<file path="config.mk">
export PLATFORM = sky130hd
export DESIGN_NAME = lif_neuron_array_flat
export DESIGN_NICKNAME = d
export VERILOG_FILES = /design/src/rtl/lif_pkg.sv /design/src/rtl/lif_neuron_array_if.sv /design/src/rtl/lif_update_core.sv /design/src/rtl/lif_neuron_array.sv /design/src/flat_wrapper.sv
export SDC_FILE = /design/constraint.sdc
export NUM_CORES = 1
export LEC_CHECK = 0
export ABC_CLOCK_PERIOD_IN_PS = 7750
export BUFFER_PORTS_ARGS = -buffer_cell sky130_fd_sc_hd__buf_4
export CORE_UTILIZATION = 35
export CTS_CLUSTER_SIZE = 40
export DETAILED_ROUTE_END_ITERATION = 12
export PLACE_DENSITY = 0.52
export SETUP_SLACK_MARGIN = 0.02
export SYNTH_ARGS = -nofsm -noshare
export SYNTH_HDL_FRONTEND = slang
export SYNTH_SLANG_ARGS = --single-unit
</file>
<file path="constraint.sdc">
create_clock -name clk -period 7.75 [get_ports clk]
set_input_delay 0.3875 -clock clk [delete_from_list [all_inputs] [get_ports clk]]
set_output_delay 0.3875 -clock clk [all_outputs]
set_load 0.1 [all_outputs]
</file>
<file path="src/rtl/lif_pkg.sv">
`default_nettype none
// ---- lif_pkg : shared FSM encoding and arithmetic helpers for lif_neuron_array -- rev 1.0 ----
package lif_pkg;

  typedef logic [1:0] state_t;

  localparam state_t IDLE    = 2'd0;
  localparam state_t CAPTURE = 2'd1;
  localparam state_t UPDATE  = 2'd2;
  localparam state_t FINISH  = 2'd3;

  // Unsigned add clamped to 2^w-1; operands are zero-extended by the caller.
  function automatic logic [31:0] sat_add(input logic [31:0] a, input logic [31:0] b,
                                          input int unsigned w);
    logic [32:0] sum;
    logic [32:0] lim;
    sum = {1'b0, a} + {1'b0, b};
    lim = (33'd1 << w) - 33'd1;
    return (sum > lim) ? lim[31:0] : sum[31:0];
  endfunction

  function automatic logic [3:0] lowest_set(input logic [15:0] m);
    logic [3:0] idx;
    idx = 4'd0;
    for (int i = 15; i >= 0; i--) begin
      if (m[i]) idx = 4'(i);
    end
    return idx;
  endfunction

endpackage
`default_nettype wire

</file>
<file path="src/rtl/lif_neuron_array_if.sv">
`default_nettype none
// ---- lif_neuron_array_if : write / step / readback bus of the neuron array -- rev 1.0 ----
interface lif_neuron_array_if #(
  parameter int N_NEURONS = 8,
  parameter int W         = 8
);
  localparam int AW = (N_NEURONS > 1) ? $clog2(N_NEURONS) : 1;

  logic                 cur_we;
  logic [AW-1:0]        cur_addr;
  logic [W-1:0]         cur_data;
  logic                 wr_err;
  logic [W-1:0]         threshold;
  logic                 step_valid;
  logic                 step_ready;
  logic                 busy;
  logic                 done;
  logic [N_NEURONS-1:0] spike_vec;
  logic [AW-1:0]        rd_addr;
  logic [W-1:0]         rd_state;

  modport master (
    output cur_we, cur_addr, cur_data, threshold, step_valid, rd_addr,
    input  wr_err, step_ready, busy, done, spike_vec, rd_state
  );

  modport slave (
    input  cur_we, cur_addr, cur_data, threshold, step_valid, rd_addr,
    output wr_err, step_ready, busy, done, spike_vec, rd_state
  );
endinterface
`default_nettype wire

</file>
<file path="src/rtl/lif_update_core.sv">
`default_nettype none
// ---- lif_update_core : combinational leak/integrate/fire step for one neuron -- rev 1.0 ----
module lif_update_core
  import lif_pkg::*;
#(
  parameter int W          = 8,
  parameter int LEAK_SHIFT = 1,
  parameter int REFRACT    = 2,
  parameter int RW         = 2
) (
  input  logic [W-1:0]  mem,
  input  logic [W-1:0]  cur,
  input  logic [W-1:0]  threshold,
  input  logic [RW-1:0] refr,
  output logic [W-1:0]  mem_n,
  output logic [RW-1:0] refr_n,
  output logic          spike
);

  logic [W-1:0] leaked;
  logic [31:0]  sum;

  assign leaked = mem - (mem >> LEAK_SHIFT);
  assign sum    = sat_add(32'(leaked), 32'(cur), unsigned'(W));

  always_comb begin
    spike  = 1'b0;
    mem_n  = mem;
    refr_n = refr;
    if (refr != '0) begin
      refr_n = refr - RW'(1);
      mem_n  = '0;
    end else if (sum >= 32'(threshold)) begin
      spike  = 1'b1;
      mem_n  = '0;
      refr_n = RW'(REFRACT);
    end else begin
      mem_n  = sum[W-1:0];
    end
  end

endmodule
`default_nettype wire

</file>
<file path="src/rtl/lif_neuron_array.sv">
`default_nettype none
// ---- lif_neuron_array : time-multiplexed sparse-scan LIF neuron array -- rev 1.0 ----
module lif_neuron_array
  import lif_pkg::*;
#(
  parameter int N_NEURONS     = 8,
  parameter int W             = 8,
  parameter int LEAK_SHIFT    = 1,
  parameter int REFRACT       = 2,
  parameter int CLEAR_ON_STEP = 0
) (
  input logic clk,
  input logic rst_n,
  lif_neuron_array_if.slave bus
);

  localparam int AW = (N_NEURONS > 1) ? $clog2(N_NEURONS) : 1;
  localparam int RW = (REFRACT > 0) ? $clog2(REFRACT + 1) : 1;

  state_t               state;
  logic [N_NEURONS-1:0] mask;
  logic [N_NEURONS-1:0] acc;
  logic [N_NEURONS-1:0] capture_mask;
  logic [N_NEURONS-1:0] spike_vec;
  logic [W-1:0]         thr;
  logic [W-1:0]         rd_state;
  logic                 wr_err;
  logic                 addr_ok;

  logic [W-1:0]  mem  [N_NEURONS];
  logic [W-1:0]  cur  [N_NEURONS];
  logic [RW-1:0] refr [N_NEURONS];

  logic [3:0]    idx;
  logic [W-1:0]  sel_mem;
  logic [W-1:0]  sel_cur;
  logic [RW-1:0] sel_refr;
  logic [W-1:0]  rd_mux;
  logic [W-1:0]  mem_n;
  logic [RW-1:0] refr_n;
  logic          spike;

  assign idx     = lowest_set(16'(mask));
  assign addr_ok = 32'(bus.cur_addr) < 32'(N_NEURONS);

  always_comb begin
    sel_mem      = '0;
    sel_cur      = '0;
    sel_refr     = '0;
    rd_mux       = '0;
    capture_mask = '0;
    for (int i = 0; i < N_NEURONS; i++) begin
      capture_mask[i] = (cur[i] != '0) | (mem[i] != '0) | (refr[i] != '0);
      if (idx == 4'(i)) begin
        sel_mem  = mem[i];
        sel_cur  = cur[i];
        sel_refr = refr[i];
      end
      if (bus.rd_addr == AW'(i)) rd_mux = mem[i];
    end
  end

  lif_update_core #(
    .W          (W),
    .LEAK_SHIFT (LEAK_SHIFT),
    .REFRACT    (REFRACT),
    .RW         (RW)
  ) u_core (
    .mem       (sel_mem),
    .cur       (sel_cur),
    .threshold (thr),
    .refr      (sel_refr),
    .mem_n     (mem_n),
    .refr_n    (refr_n),
    .spike     (spike)
  );

  always_ff @(posedge clk) begin
    if (!rst_n) begin
      state     <= IDLE;
      mask      <= '0;
      acc       <= '0;
      thr       <= '0;
      spike_vec <= '0;
      rd_state  <= '0;
      wr_err    <= 1'b0;
      for (int i = 0; i < N_NEURONS; i++) begin
        mem[i]  <= '0;
        cur[i]  <= '0;
        refr[i] <= '0;
      end
    end else begin
      rd_state <= rd_mux;
      wr_err   <= 1'b0;
      // Writes land only while idle, which includes the step accept cycle.
      if (bus.cur_we) begin
        if (state == IDLE && addr_ok) begin
          for (int i = 0; i < N_NEURONS; i++) begin
            if (bus.cur_addr == AW'(i)) cur[i] <= bus.cur_data;
          end
        end else begin
          wr_err <= 1'b1;
        end
      end
      case (state)
        IDLE: begin
          if (bus.step_valid) state <= CAPTURE;
        end
        CAPTURE: begin
          thr   <= bus.threshold;
          mask  <= capture_mask;
          acc   <= '0;
          state <= UPDATE;
        end
        UPDATE: begin
          if (mask == '0) begin
            state <= FINISH;
          end else begin
            for (int i = 0; i < N_NEURONS; i++) begin
              if (idx == 4'(i)) begin
                mem[i]  <= mem_n;
                refr[i] <= refr_n;
                acc[i]  <= spike;
                mask[i] <= 1'b0;
                if (CLEAR_ON_STEP != 0) cur[i] <= '0;
              end
            end
          end
        end
        default: begin
          spike_vec <= acc;
          state     <= IDLE;
        end
      endcase
    end
  end

  assign bus.busy       = (state != IDLE);
  assign bus.step_ready = (state == IDLE);
  assign bus.done       = (state == FINISH);
  assign bus.wr_err     = wr_err;
  assign bus.spike_vec  = spike_vec;
  assign bus.rd_state   = rd_state;

endmodule
`default_nettype wire
</file>
<file path="src/flat_wrapper.sv">
// flat-port wrapper written by rule: the top's interface ports become plain ports
module lif_neuron_array_flat import lif_pkg::*;
#(
  parameter int N_NEURONS     = 8,
  parameter int W             = 8,
  parameter int LEAK_SHIFT    = 1,
  parameter int REFRACT       = 2,
  parameter int CLEAR_ON_STEP = 0
)
  (clk, rst_n, bus_cur_we, bus_cur_addr, bus_cur_data, bus_threshold, bus_step_valid, bus_rd_addr, bus_wr_err, bus_step_ready, bus_busy, bus_done, bus_spike_vec, bus_rd_state);
  lif_neuron_array_if #(.N_NEURONS(N_NEURONS), .W(W)) bus_i ();
  input logic clk;
  input logic rst_n;
  input wire logic [$bits(bus_i.cur_we)-1:0] bus_cur_we;
  input wire logic [$bits(bus_i.cur_addr)-1:0] bus_cur_addr;
  input wire logic [$bits(bus_i.cur_data)-1:0] bus_cur_data;
  input wire logic [$bits(bus_i.threshold)-1:0] bus_threshold;
  input wire logic [$bits(bus_i.step_valid)-1:0] bus_step_valid;
  input wire logic [$bits(bus_i.rd_addr)-1:0] bus_rd_addr;
  output wire logic [$bits(bus_i.wr_err)-1:0] bus_wr_err;
  output wire logic [$bits(bus_i.step_ready)-1:0] bus_step_ready;
  output wire logic [$bits(bus_i.busy)-1:0] bus_busy;
  output wire logic [$bits(bus_i.done)-1:0] bus_done;
  output wire logic [$bits(bus_i.spike_vec)-1:0] bus_spike_vec;
  output wire logic [$bits(bus_i.rd_state)-1:0] bus_rd_state;
  assign bus_i.cur_we = bus_cur_we;
  assign bus_i.cur_addr = bus_cur_addr;
  assign bus_i.cur_data = bus_cur_data;
  assign bus_i.threshold = bus_threshold;
  assign bus_i.step_valid = bus_step_valid;
  assign bus_i.rd_addr = bus_rd_addr;
  assign bus_wr_err = bus_i.wr_err;
  assign bus_step_ready = bus_i.step_ready;
  assign bus_busy = bus_i.busy;
  assign bus_done = bus_i.done;
  assign bus_spike_vec = bus_i.spike_vec;
  assign bus_rd_state = bus_i.rd_state;
  lif_neuron_array #(.N_NEURONS(N_NEURONS), .W(W), .LEAK_SHIFT(LEAK_SHIFT), .REFRACT(REFRACT), .CLEAR_ON_STEP(CLEAR_ON_STEP)) u_core (.clk(clk), .rst_n(rst_n), .bus(bus_i));
endmodule
</file>
; Yosys cells after proc, flatten, opt, wreduce, memory -nomap -nowiden
; Memories as Yosys holds them, arrays and structs flattened.
; Index checks and enable logic that the tools add are counted.
[totals]
n_memories = 3
in_bits = 26
regBits = 43
mem_bits_rw = 144
output_inout_bits = 20
word_cells = 323
[op_classes]
addsub = 3
muxes = 176
bitwise_logic = 40
eq_ne = 35
reduce_logical = 43
magnitude_cmp = 2
[memory_table]
columns = memory, depth, width, read_ports, rd_clocked_by_memory_dff, write_ports, line
row1 = u_core.cur, 8, 8, 8, 0, 8, lif_neuron_array.sv:31  ; logic [W-1:0] cur [N_NEURONS];
row2 = u_core.mem, 8, 8, 8, 0, 8, lif_neuron_array.sv:30  ; logic [W-1:0] mem [N_NEURONS];
row3 = u_core.refr, 8, 2, 8, 0, 8, lif_neuron_array.sv:32  ; logic [RW-1:0] refr [N_NEURONS];
[ops]
columns = operator, n
row1 = $mux 8, 44
row2 = $reduce_bool 8->1, 16
row3 = $mux 1, 100
row4 = $mux 2, 20
row5 = $or 1x1->1, 40
row6 = $pmux 8 s2, 2
row7 = $mux 4, 7
row8 = $eq 3x3->1 const B, 8
row9 = $reduce_and 3->1, 8
row10 = $reduce_bool 2->1, 11
row11 = $ne 2x1->1 const B, 9
row12 = $eq 4x3->1 const B, 4
row13 = $eq 3x2->1 const B, 4
row14 = $add 8x8->9, 1
row15 = $ge 9x8->1, 1
row16 = $gt 9x8->1 const B, 1
row17 = $mux 9, 1
row18 = $eq 4x2->1 const B, 2
row19 = $logic_not 8->1, 1
row20 = $sub 8x7->8, 1
row21 = $eq 3x1->1 const B, 2
row22 = $logic_not 3->1, 2
row23 = $pmux 2 s3, 1
row24 = $eq 2x2->1 const B, 2
row25 = other kinds (9), 11

; Logic depth before layout (Yosys ltp)
; Gate-level depths: netlist of run 1.
[logic_depth]
ltp_word = 27
mapped_depth = 33
depth_no_buf = 30

; By module
; A second synthesis of run 1 with hierarchy kept.
[unflattened]
cells_unflattened = 961
hier_area_um2 = 10159.7
[by_module_without_submodules]
columns = mod, cells_per_inst, area_each_um2, instances, seq_area_each_um2
row1 = lif_neuron_array, 821, 9121.2, 1, 5185.0
row2 = lif_update_core, 140, 1038.5, 1, 0.0

; Least setup slack after synthesis of run 1
; No wires, ideal clock.
[synth_path]
path_kind = reg-to-reg
startpoint = reg u_core.mask[4]
endpoint = mem u_core.mem[0][1] (data pin)
path_buffers = 3
setup_time_ns = 0.141
stages_incl_launch_ff = 30
arrival_time_ns = 6.067
path_slack_ns = 1.542
required_ns = 7.609
period_less_slack_ns = 6.208
cell_sequence = dfxtp_1 nor3_1 o21ai_2 nand2_4 buf_1 clkbuf_1 a31oi_1 o21ai_0 o21ai_0 ha_1 fa_1 inv_1 fa_1 a21o_1 a21oi_1 o21bai_1 a21oi_1 o21bai_1 a21o_1 or2_2 ha_1 a21o_1 a21o_1 a211oi_1 o21bai_1 a31oi_1 and4_1 buf_2 nand2_1 nor2_1
[synth_lines]
columns = element, line
row1 = start: declaration, lif_neuron_array.sv:21  ; logic [N_NEURONS-1:0] mask;
row2 = start signal: assignment, lif_neuron_array.sv:111  ; mask <= capture_mask;
row3 = end: declaration, lif_neuron_array.sv:30

==> results of run 1 <==
[tightest hold or removal path, cell delays in order]
cell and delay (ns):
buf_4 0.08, mux2i_1 0.05, nor2b_1 0.09
[state kept, by name, summed over array words and instances, names as in the netlist]
name / count
u_core.bus.spike_vec: 8
u_core.acc: 8
u_core.thr: 8
u_core.refr: 16
u_core.bus.wr_err: 1
u_core.mem: 64
u_core.cur: 64
u_core.state: 2
u_core.mask: 8
u_core.bus.rd_state: 8
[per-layer routing]
metal | track usage | vias to the layer above | share of wire
met5 | 0 | - | 0
met3 | 0.03110 | 25 | 0.057
met2 | 0.3525 | 271 | 0.48
li1 | - | 3376 | -
met4 | 0.06838 | 0 | 0.019
met1 | 0.2993 | 3607 | 0.45
[stage by stage]
step / setup WS [ns] / util
floorplan: 1.542 / -
global placement: 0.8600 / 0.3879
detailed placement: 0.7078 / 0.3879
CTS: 0.6651 / 0.4095
global route: 0.09896 / 0.4095
finish: 0.5247 / 0.4095
[synthesized netlist by cell type, types with 3 or more instances]
cell | instances | area [um2]
inv_1 | 48 | 180.2
clkbuf_1 | 31 | 116.4
or4_1 | 10 | 75.07
buf_1 | 4 | 15.01
nor4_1 | 33 | 206.5
a21oi_1 | 19 | 95.09
mux2i_1 | 55 | 550.5
and2_1 | 4 | 25.02
o21ai_0 | 51 | 255.2
mux4_2 | 14 | 315.3
o221ai_1 | 3 | 26.28
ha_1 | 26 | 325.3
edfxtp_1 | 144 | 4324
nand3_1 | 34 | 170.2
nand2_1 | 66 | 247.7
a21boi_0 | 5 | 37.54
xnor2_1 | 10 | 87.58
mux2_2 | 8 | 90.09
o22ai_1 | 4 | 25.02
or2_2 | 3 | 18.77
buf_2 | 3 | 15.01
a21o_1 | 7 | 52.55
nand4_1 | 3 | 18.77
nor3_1 | 7 | 35.03
a211oi_1 | 3 | 22.52
dfxtp_1 | 43 | 860.8
o21bai_1 | 5 | 37.54
o21ai_2 | 4 | 35.03
a22oi_1 | 11 | 82.58
nor2_1 | 133 | 499.2
nor2b_1 | 31 | 193.9
nand2b_1 | 9 | 56.30
o211ai_1 | 8 | 60.06
[cell type report]
type / count / share of cell area
clock buffer: 18 / 0.03867
sequential: 187 / 0.4672
timing repair buffer: 64 / 0.04329
tap: 372 / 0.04194
multi-input combinational: 619 / 0.3786
inverter: 48 / 0.01623
clock inverter: 14 / 0.01409
[cells by family after synthesis]
| family | synth area share |
|---|---|
| xor gates and xnor gates | 0.008988 |
| and+or+nand+nor | 0.1744 |
| adders and majority gates | 0.03749 |
| DFF | 0.5321 |
| buffers and inverters | 0.03672 |
| muxes | 0.09964 |
| AOI/OAI and AO/OA | 0.1107 |
[worst paths after layout]
path,to,cells past startpoint,slack [ns],start
max,u_core.mem[0][9],28,0.52,u_core.mask[2]
min,u_core.thr[0],3,0.21,bus_threshold[0]
max reg2reg,u_core.mem[0][9],28,0.52,u_core.mask[2]
min reg2reg,u_core.acc[5],2,0.47,u_core.acc[5]
==> results.py, run 1 <==
metrics = {
    "detailed_routing": {
        "drtPass1Iterations": 5,
        "dr.first_iter.drc_count": 744,
        "final_antenna_net_count": 0,
        "totalWireLength_um": 30150,
        "post_drt_via_cell_ratio": 5.506,
        "vias": 7279,
        "routedWlPerCell_um": 22.81,
        "post-route-drc-count": 0,
    },
    "grt": {
        "first_global_vias": 6957,
        "antenna_found_initial": 0,
        "total_global_route_track_usage": 0.2172,
        "grt_max_degree": 71,
        "globalRoute.totalOverflow": 0,
        "grt_pass1_wl_um": 44970,
    },
    "die": {
        "floorplan.core_area_um2": 27100,
        "fp.dieArea_um2": 28510,
        "start_util": 0.3596,
        "die-width_um": 168.9,
        "row_count": 60,
        "ios": 46,
        "die_h_um": 168.9,
    },
    "finish": {
        "area.growth.synth_to_final_pct": 13.89,
        "multi_input_comb_area_um2": 4202,
        "layout.cell_area.non_filler_um2": 11100,
        "n_fill_cell": 2641,
        "antenna-diode-count": 0,
        "layout.area.seq_um2": 5185,
        "mostFrequentLayoutCell": "edfxtp_1",
        "layout_common_cells": "144 x edfxtp_1, 133 x nor2_1, 66 x nand2_1, 64 x buf_4, 55 x mux2i_1",
        "post_route_cells_drive_above_1_share": 0.1516,
        "stdcell_count": 1322,
        "nets_final": 991,
    },
    "sta": {
        "fin_tns_setup_ns": 0,
        "minimum_clock_period_ns": 7.225,
        "skew_ns": 0.01805,
        "max_freq_ghz": 0.1384,
        "headroom_to_the_max_slew_limit": 0.4571,
        "fin_crit_sh": 0.9323,
        "slew_violations": 0,
        "worst_hold_margin_ns": 0.2084,
        "setup_viol": 0,
        "count_of_endpoints_failing_hold_in_the_final_timing_report": 0,
        "worstMarginPinSlew_ns": 0.8068,
        "rsz0062_at_grt": "no",
    },
    "run_status": {
        "status": "finished clean",
    },
    "cts": {
        "post-cts-setup-buffers": 0,
        "cts.root.buffer_cell": "clkbuf_16",
        "cts_bufs_inserted": 17,
        "htree_levels": 4,
        "clock_transition_at_the_register_clock_pins_on_the_worst_setup_and_hold_paths_after_cts_ns": 0.08,
        "clock_insertion_delay_worst_skew_ns": 0.44,
        "hold_buffer_count_at_cts": 0,
        "cts_repair_resize_count": 0,
        "tritoncts_clock_tree": "yes",
        "clock_path_buffers": 2,
        "clock_sink_count": 187,
    },
    "critical_path": {
        "setup.worst_path.class": "reg -> reg",
        "critical-path-slowest-cell": "a222oi_1",
        "cp_capture_type": "register",
        "critical_path.top_delay_family": "compound AO/OA/AOI/OAI gates",
        "critical_path_required_ns": 8.02,
        "critPathMaxFanout": 21,
        "highest_cell_delay_on_the_worst_timing_path_ns": 0.57,
        "cp-start-kind": "register",
        "timing.critical_path.buf_inv": 5,
        "cp_data_arrival_time_ns": 7.50,
    },
    "synthesis": {
        "synth.cell_area_um2": 9744,
        "ys_seq_elements": 187,
        "post_synthesis_cell_count": 896,
        "synth-edff-count": 144,
        "ys.flop_type": "edfxtp_1",
        "syn_area_per_cell_um2": 10.88,
        "yosys.cell_types.count": 76,
        "async_flop_share": 0,
        "yosysWarnings": 0,
        "yosysSeqAreaShare": 0.5321,
        "mappedNetlistNets": 950,
    },
    "place": {
        "placement.cell_area_um2": 10510,
        "placement.io_buffers": 45,
        "hpwlAfterDp_um": 22610,
        "gp_congestion": 0.8831,
        "place.detailed.instances": 1290,
    },
    "min_path": {
        "hold_path_class": "in -> reg",
    },
    "job": {
        "max_cap_viol_count": 0,
    },
}
Power of run 1 is left out: the tool's default activity adds up to more than one toggle a clock period on the data nets, which glitch-free logic cannot reach.
==> run 2, diff against run 1 <==
ABC_CLOCK_PERIOD_IN_PS = 8500   (was 7750)
clock period = 8.5 ns   (was 7.75 ns; I/O delays follow)
==> run 2 against run 1 <==
  * Non-clock buffer count is 6 lower
  * Wire length is 1.9% lower
  * Die area stayed put
  * Global-route usage is 0.58 points lower
  * Maximum frequency is 1.9% lower
  * Final area is 0.44% lower
  * Critical endpoint is now u_core.mem[0][33]
  * Via count is 0.71% lower
==> results.py, run 2 (synthesis gave the netlist of run 1 again) <==
metrics = {
    "run_status": {
        "status": "finished clean",
    },
    "sta": {
        "headroom_to_the_max_slew_limit": 0.4374,
        "minimum_clock_period_ns": 7.368,
        "max_freq_ghz": 0.1357,
        "slew_violations": 0,
        "skew_ns": 0.01340,
        "fin_crit_sh": 0.8668,
        "fin_tns_setup_ns": 0,
        "setup_viol": 0,
        "count_of_endpoints_failing_hold_in_the_final_timing_report": 0,
        "rsz0062_at_grt": "no",
        "worstMarginPinSlew_ns": 0.8363,
    },
    "detailed_routing": {
        "post_drt_via_cell_ratio": 5.492,
        "totalWireLength_um": 29570,
        "dr_wl_met3_um": 1584,
        "routedWlPerCell_um": 22.47,
        "dr.first_iter.drc_count": 692,
        "vias": 7227,
        "top_layer_used": "met4",
        "drtPass1Iterations": 5,
        "final_antenna_net_count": 0,
        "post-route-drc-count": 0,
        "wl_met1_um": 13150,
        "met2RoutedLength_um": 13880,
    },
    "critical_path": {
        "crit-reg2reg-launch": "u_core.mask[2]",
        "critical_path_required_ns": 8.78,
        "cp-start-kind": "register",
        "highest_cell_delay_on_the_worst_timing_path_ns": 0.70,
        "critPathMaxFanout": 25,
        "cp_data_arrival_time_ns": 7.65,
        "critical_path.startpoint": "u_core.mask[2]",
        "ff2ff_setup_slack_ns": 1.13,
        "cpMostUsedCell": "a21o_1",
        "cp_capture_type": "register",
        "setup.worst_path.class": "reg -> reg",
        "critical-path-slowest-cell": "dfxtp_1",
    },
    "cts": {
        "hold_buffer_count_at_cts": 0,
        "clock_sink_count": 187,
        "cts_bufs_inserted": 17,
        "clock_path_buffers": 2,
        "cts_repair_resize_count": 0,
        "clock_insertion_delay_worst_skew_ns": 0.44,
        "clock_transition_at_the_register_clock_pins_on_the_worst_setup_and_hold_paths_after_cts_ns": 0.07,
        "tritoncts_clock_tree": "yes",
        "cts.root.buffer_cell": "clkbuf_16",
        "post-cts-setup-buffers": 0,
        "htree_levels": 4,
    },
    "die": {
        "start_util": 0.3596,
        "die-width_um": 168.9,
        "ios": 46,
        "floorplan.core_area_um2": 27100,
        "row_count": 60,
        "die_h_um": 168.9,
        "fp.dieArea_um2": 28510,
    },
    "min_path": {
        "worstHoldStart": "bus_threshold[1]",
        "hold_path_class": "in -> reg",
    },
    "finish": {
        "area.growth.synth_to_final_pct": 13.39,
        "mostFrequentLayoutCell": "edfxtp_1",
        "nets_final": 985,
        "post_route_cells_drive_above_1_share": 0.1451,
        "stdcell_count": 1316,
        "antenna-diode-count": 0,
        "layout_top_registers": "u_core.cur x64, u_core.mem x64, u_core.refr x16",
        "layout_common_cells": "144 x edfxtp_1, 133 x nor2_1, 66 x nand2_1, 58 x buf_4, 55 x mux2i_1",
        "layout.cell_area.non_filler_um2": 11050,
    },
    "grt": {
        "first_global_vias": 6928,
        "total_global_route_track_usage": 0.2114,
        "globalRoute.totalOverflow": 0,
        "grt_pass1_wl_um": 44090,
        "antenna_found_initial": 0,
        "grt_max_degree": 71,
    },
    "place": {
        "place.detailed.instances": 1284,
        "hpwlAfterDp_um": 22110,
        "placement.io_buffers": 45,
        "gp_congestion": 0.8799,
        "placement.cell_area_um2": 10470,
    },
    "job": {
        "max_cap_viol_count": 0,
    },
}
-- run 2: final cells by class --
type                    count  area, um2
clock buffers              19      432.9
clock inverters            13      148.9
fillers                  2603      16050
inverters                  48      180.2
multi-input cells         619       4202
flip-flops and latches    187       5185
well taps                 372      465.4
repair buffers             58      435.4
-- run 2: critical path: cells and delay by family, from the launching register on --
family / cells / cell delay, ns
muxes: 1 / 0.39
adders and majority gates: 4 / 1.51
and+or+nand+nor: 6 / 1.80
AOI/OAI and AO/OA: 14 / 2.73
DFF: 1 / 0.70
buffers and inverters: 1 / 0.07
-- run 2: path summary, 6_finish.rpt --
path                             to  cells past startpoint
hold reg to reg       u_core.acc[6]                      2
setup / recovery  u_core.mem[0][33]                     26
setup reg to reg  u_core.mem[0][33]                     26
hold / removal        u_core.thr[1]                      3
-- run 2: layer usage --
metal,global-route usage,up-vias
met3,0.02899,49
met5,0,-
met1,0.2898,3543
met2,0.3361,274
li1,-,3361
met4,0.08775,0
-- run 2: through the flow --
stage / hold slack, ns / setup slack, ns / utilization
2_1_floorplan: 0.4431 / 2.292 / -
3_3_place_gp: 0.4597 / 1.481 / 0.3862
3_5_place_dp: 0.4691 / 1.288 / 0.3862
4_1_cts: 0.2329 / 1.221 / 0.4077
5_1_grt: 0.2443 / 0.6424 / 0.4077
6_report: 0.2425 / 1.132 / 0.4077
Power of run 2 is left out for the same reason.
==> run 3, diff against run 2 <==
CORE_ASPECT_RATIO = 1.2   (was default)
==> run 3 against run 2 <==
  * Critical path depth unchanged
  * Sequential share of layout area up 0.15 points
  * Maximum frequency up 0.53%
  * Largest cell class unchanged
  * Cell count down 2.5%
==> results.py, run 3 (synthesis gave the netlist of run 1 again) <==
metrics = {
    "run_status": {
        "status": "finished clean",
    },
    "detailed_routing": {
        "met2RoutedLength_um": 14990,
        "dr.first_iter.drc_count": 735,
        "post_drt_via_cell_ratio": 5.643,
        "post-route-drc-count": 0,
        "routedWlPerCell_um": 23.33,
        "wl_met1_um": 12410,
        "totalWireLength_um": 29940,
        "vias": 7240,
        "top_layer_used": "met4",
        "drtPass1Iterations": 5,
        "dr_wl_met3_um": 1381,
        "final_antenna_net_count": 0,
    },
    "sta": {
        "fin_crit_sh": 0.8622,
        "slew_violations": 0,
        "skew_ns": 0.01380,
        "count_of_endpoints_failing_hold_in_the_final_timing_report": 0,
        "headroom_to_the_max_slew_limit": 0.3647,
        "worstMarginPinSlew_ns": 0.9442,
        "rsz0062_at_grt": "no",
        "worst_hold_margin_ns": 0.2434,
        "max_freq_ghz": 0.1364,
        "setup_viol": 0,
        "fin_tns_setup_ns": 0,
        "minimum_clock_period_ns": 7.329,
    },
    "cts": {
        "hold_buffer_count_at_cts": 0,
        "cts_bufs_inserted": 17,
        "post-cts-setup-buffers": 0,
        "cts.root.buffer_cell": "clkbuf_16",
        "clock_sink_count": 187,
        "tritoncts_clock_tree": "yes",
        "clock_path_buffers": 2,
        "htree_levels": 4,
        "cts_repair_resize_count": 0,
        "clock_insertion_delay_worst_skew_ns": 0.44,
        "clock_transition_at_the_register_clock_pins_on_the_worst_setup_and_hold_paths_after_cts_ns": 0.07,
    },
    "grt": {
        "globalRoute.totalOverflow": 0,
        "grt_max_degree": 71,
        "first_global_vias": 6963,
        "total_global_route_track_usage": 0.2145,
        "antenna_found_initial": 0,
        "grt_pass1_wl_um": 44430,
    },
    "critical_path": {
        "cp_data_arrival_time_ns": 7.61,
        "ff2ff_path_depth": 26,
        "critical_path_required_ns": 8.78,
        "crit-reg2reg-launch": "u_core.mask[2]",
        "ff2ff_setup_slack_ns": 1.17,
        "critPathMaxFanout": 25,
        "worst_r2r_endpoint": "u_core.mem[0][25]",
        "setup.worst_path.class": "reg -> reg",
        "cp_capture_type": "register",
        "cp-start-kind": "register",
    },
    "finish": {
        "nets_final": 984,
        "area.growth.synth_to_final_pct": 13.02,
        "mostFrequentLayoutCell": "edfxtp_1",
        "n_fill_cell": 2671,
        "layout_top_registers": "u_core.cur x64, u_core.mem x64, u_core.refr x16",
        "post_route_cells_drive_above_1_share": 0.1453,
        "antenna-diode-count": 0,
        "multi_input_comb_area_um2": 4202,
        "layout_common_cells": "144 x edfxtp_1, 133 x nor2_1, 66 x nand2_1, 57 x buf_4, 55 x mux2i_1",
        "layout.area.seq_um2": 5185,
    },
    "die": {
        "start_util": 0.3576,
        "die_h_um": 184.8,
        "floorplan.core_area_um2": 27250,
        "ios": 46,
        "row_count": 66,
        "die-width_um": 154.3,
        "fp.dieArea_um2": 28520,
    },
    "job": {
        "max_cap_viol_count": 0,
    },
    "min_path": {
        "hold_path_class": "in -> reg",
        "holdPathStages": 3,
        "worstHoldStart": "bus_threshold[7]",
        "hold_crit_endpoint": "u_core.thr[7]",
    },
    "place": {
        "gp_congestion": 0.8750,
        "hpwlAfterDp_um": 22510,
        "placement.io_buffers": 45,
    },
}
[run 3: changes by cell type in the layout (fill, tap and decap cells not counted), moves of 2 or more]
cell / before / now
clkbuf_16: 17 / 19
clkbuf_8: 0 / 3
clkinvlp_4: 3 / 0
inv_4: 0 / 2
clkinv_4: 1 / 3
inv_8: 4 / 1
[run 3: per-stage QoR]
stage               instances  instance area (um2)  setup WS [ns]  utilization
global placement         1251                10420          1.429       0.3824
global route             1283                11010         0.7466       0.4041
CTS                      1283                11010          1.242       0.4041
floorplan                 896                 9744          2.292            -
finish                   1283                11010          1.171       0.4041
detailed placement       1251                10420          1.304       0.3824
[run 3: worst max-delay path: stages, from the launching register on]
cell,delay (ns)
dfxtp_1,0.70
nor3_1,0.15
o21ai_2,0.33
nand2_4,0.38
mux2_2,0.38
a21oi_1,0.22
o22ai_1,0.17
ha_1,0.26
fa_1,0.48
inv_1,0.07
fa_1,0.46
a21o_1,0.18
a21oi_1,0.22
o21bai_1,0.09
a21oi_1,0.26
o21bai_1,0.09
a21o_1,0.27
or2_2,0.32
ha_1,0.30
a21o_1,0.15
a21o_1,0.17
a211oi_1,0.22
o21bai_1,0.10
a31oi_1,0.26
and4_1,0.43
nand2_1,0.31
nor2_1,0.18
[run 3: worst max path at each step]
stage	startpoint	to	slack (ns)	cells past startpoint
finish	u_core.mask[2]	u_core.mem[0][25]	1.17	26
global route	u_core.mask[2]	u_core.mem[0][25]	0.75	26
CTS	u_core.mask[2]	u_core.mem[0][1]	1.24	26
detailed placement	u_core.mask[2]	u_core.mem[0][25]	1.30	26
global placement	u_core.mask[2]	u_core.mem[0][25]	1.43	26
floorplan	u_core.mask[4]	u_core.mem[0][1]	2.29	29
[run 3: cell type report]
type	count	area share
multi-input combinational	619	0.3815
clock buffer	23	0.04726
clock inverter	9	0.006589
timing repair buffer	57	0.03885
tap	340	0.03863
inverter	48	0.01636
sequential	187	0.4708
[run 3: per-layer routing]
metal  vias up  GRT usage
met2       261     0.3705
met4         0     0.1042
met3        54    0.02620
li1       3358          -
met5         -          0
met1      3567     0.2665
Power of run 3 is left out for the same reason.
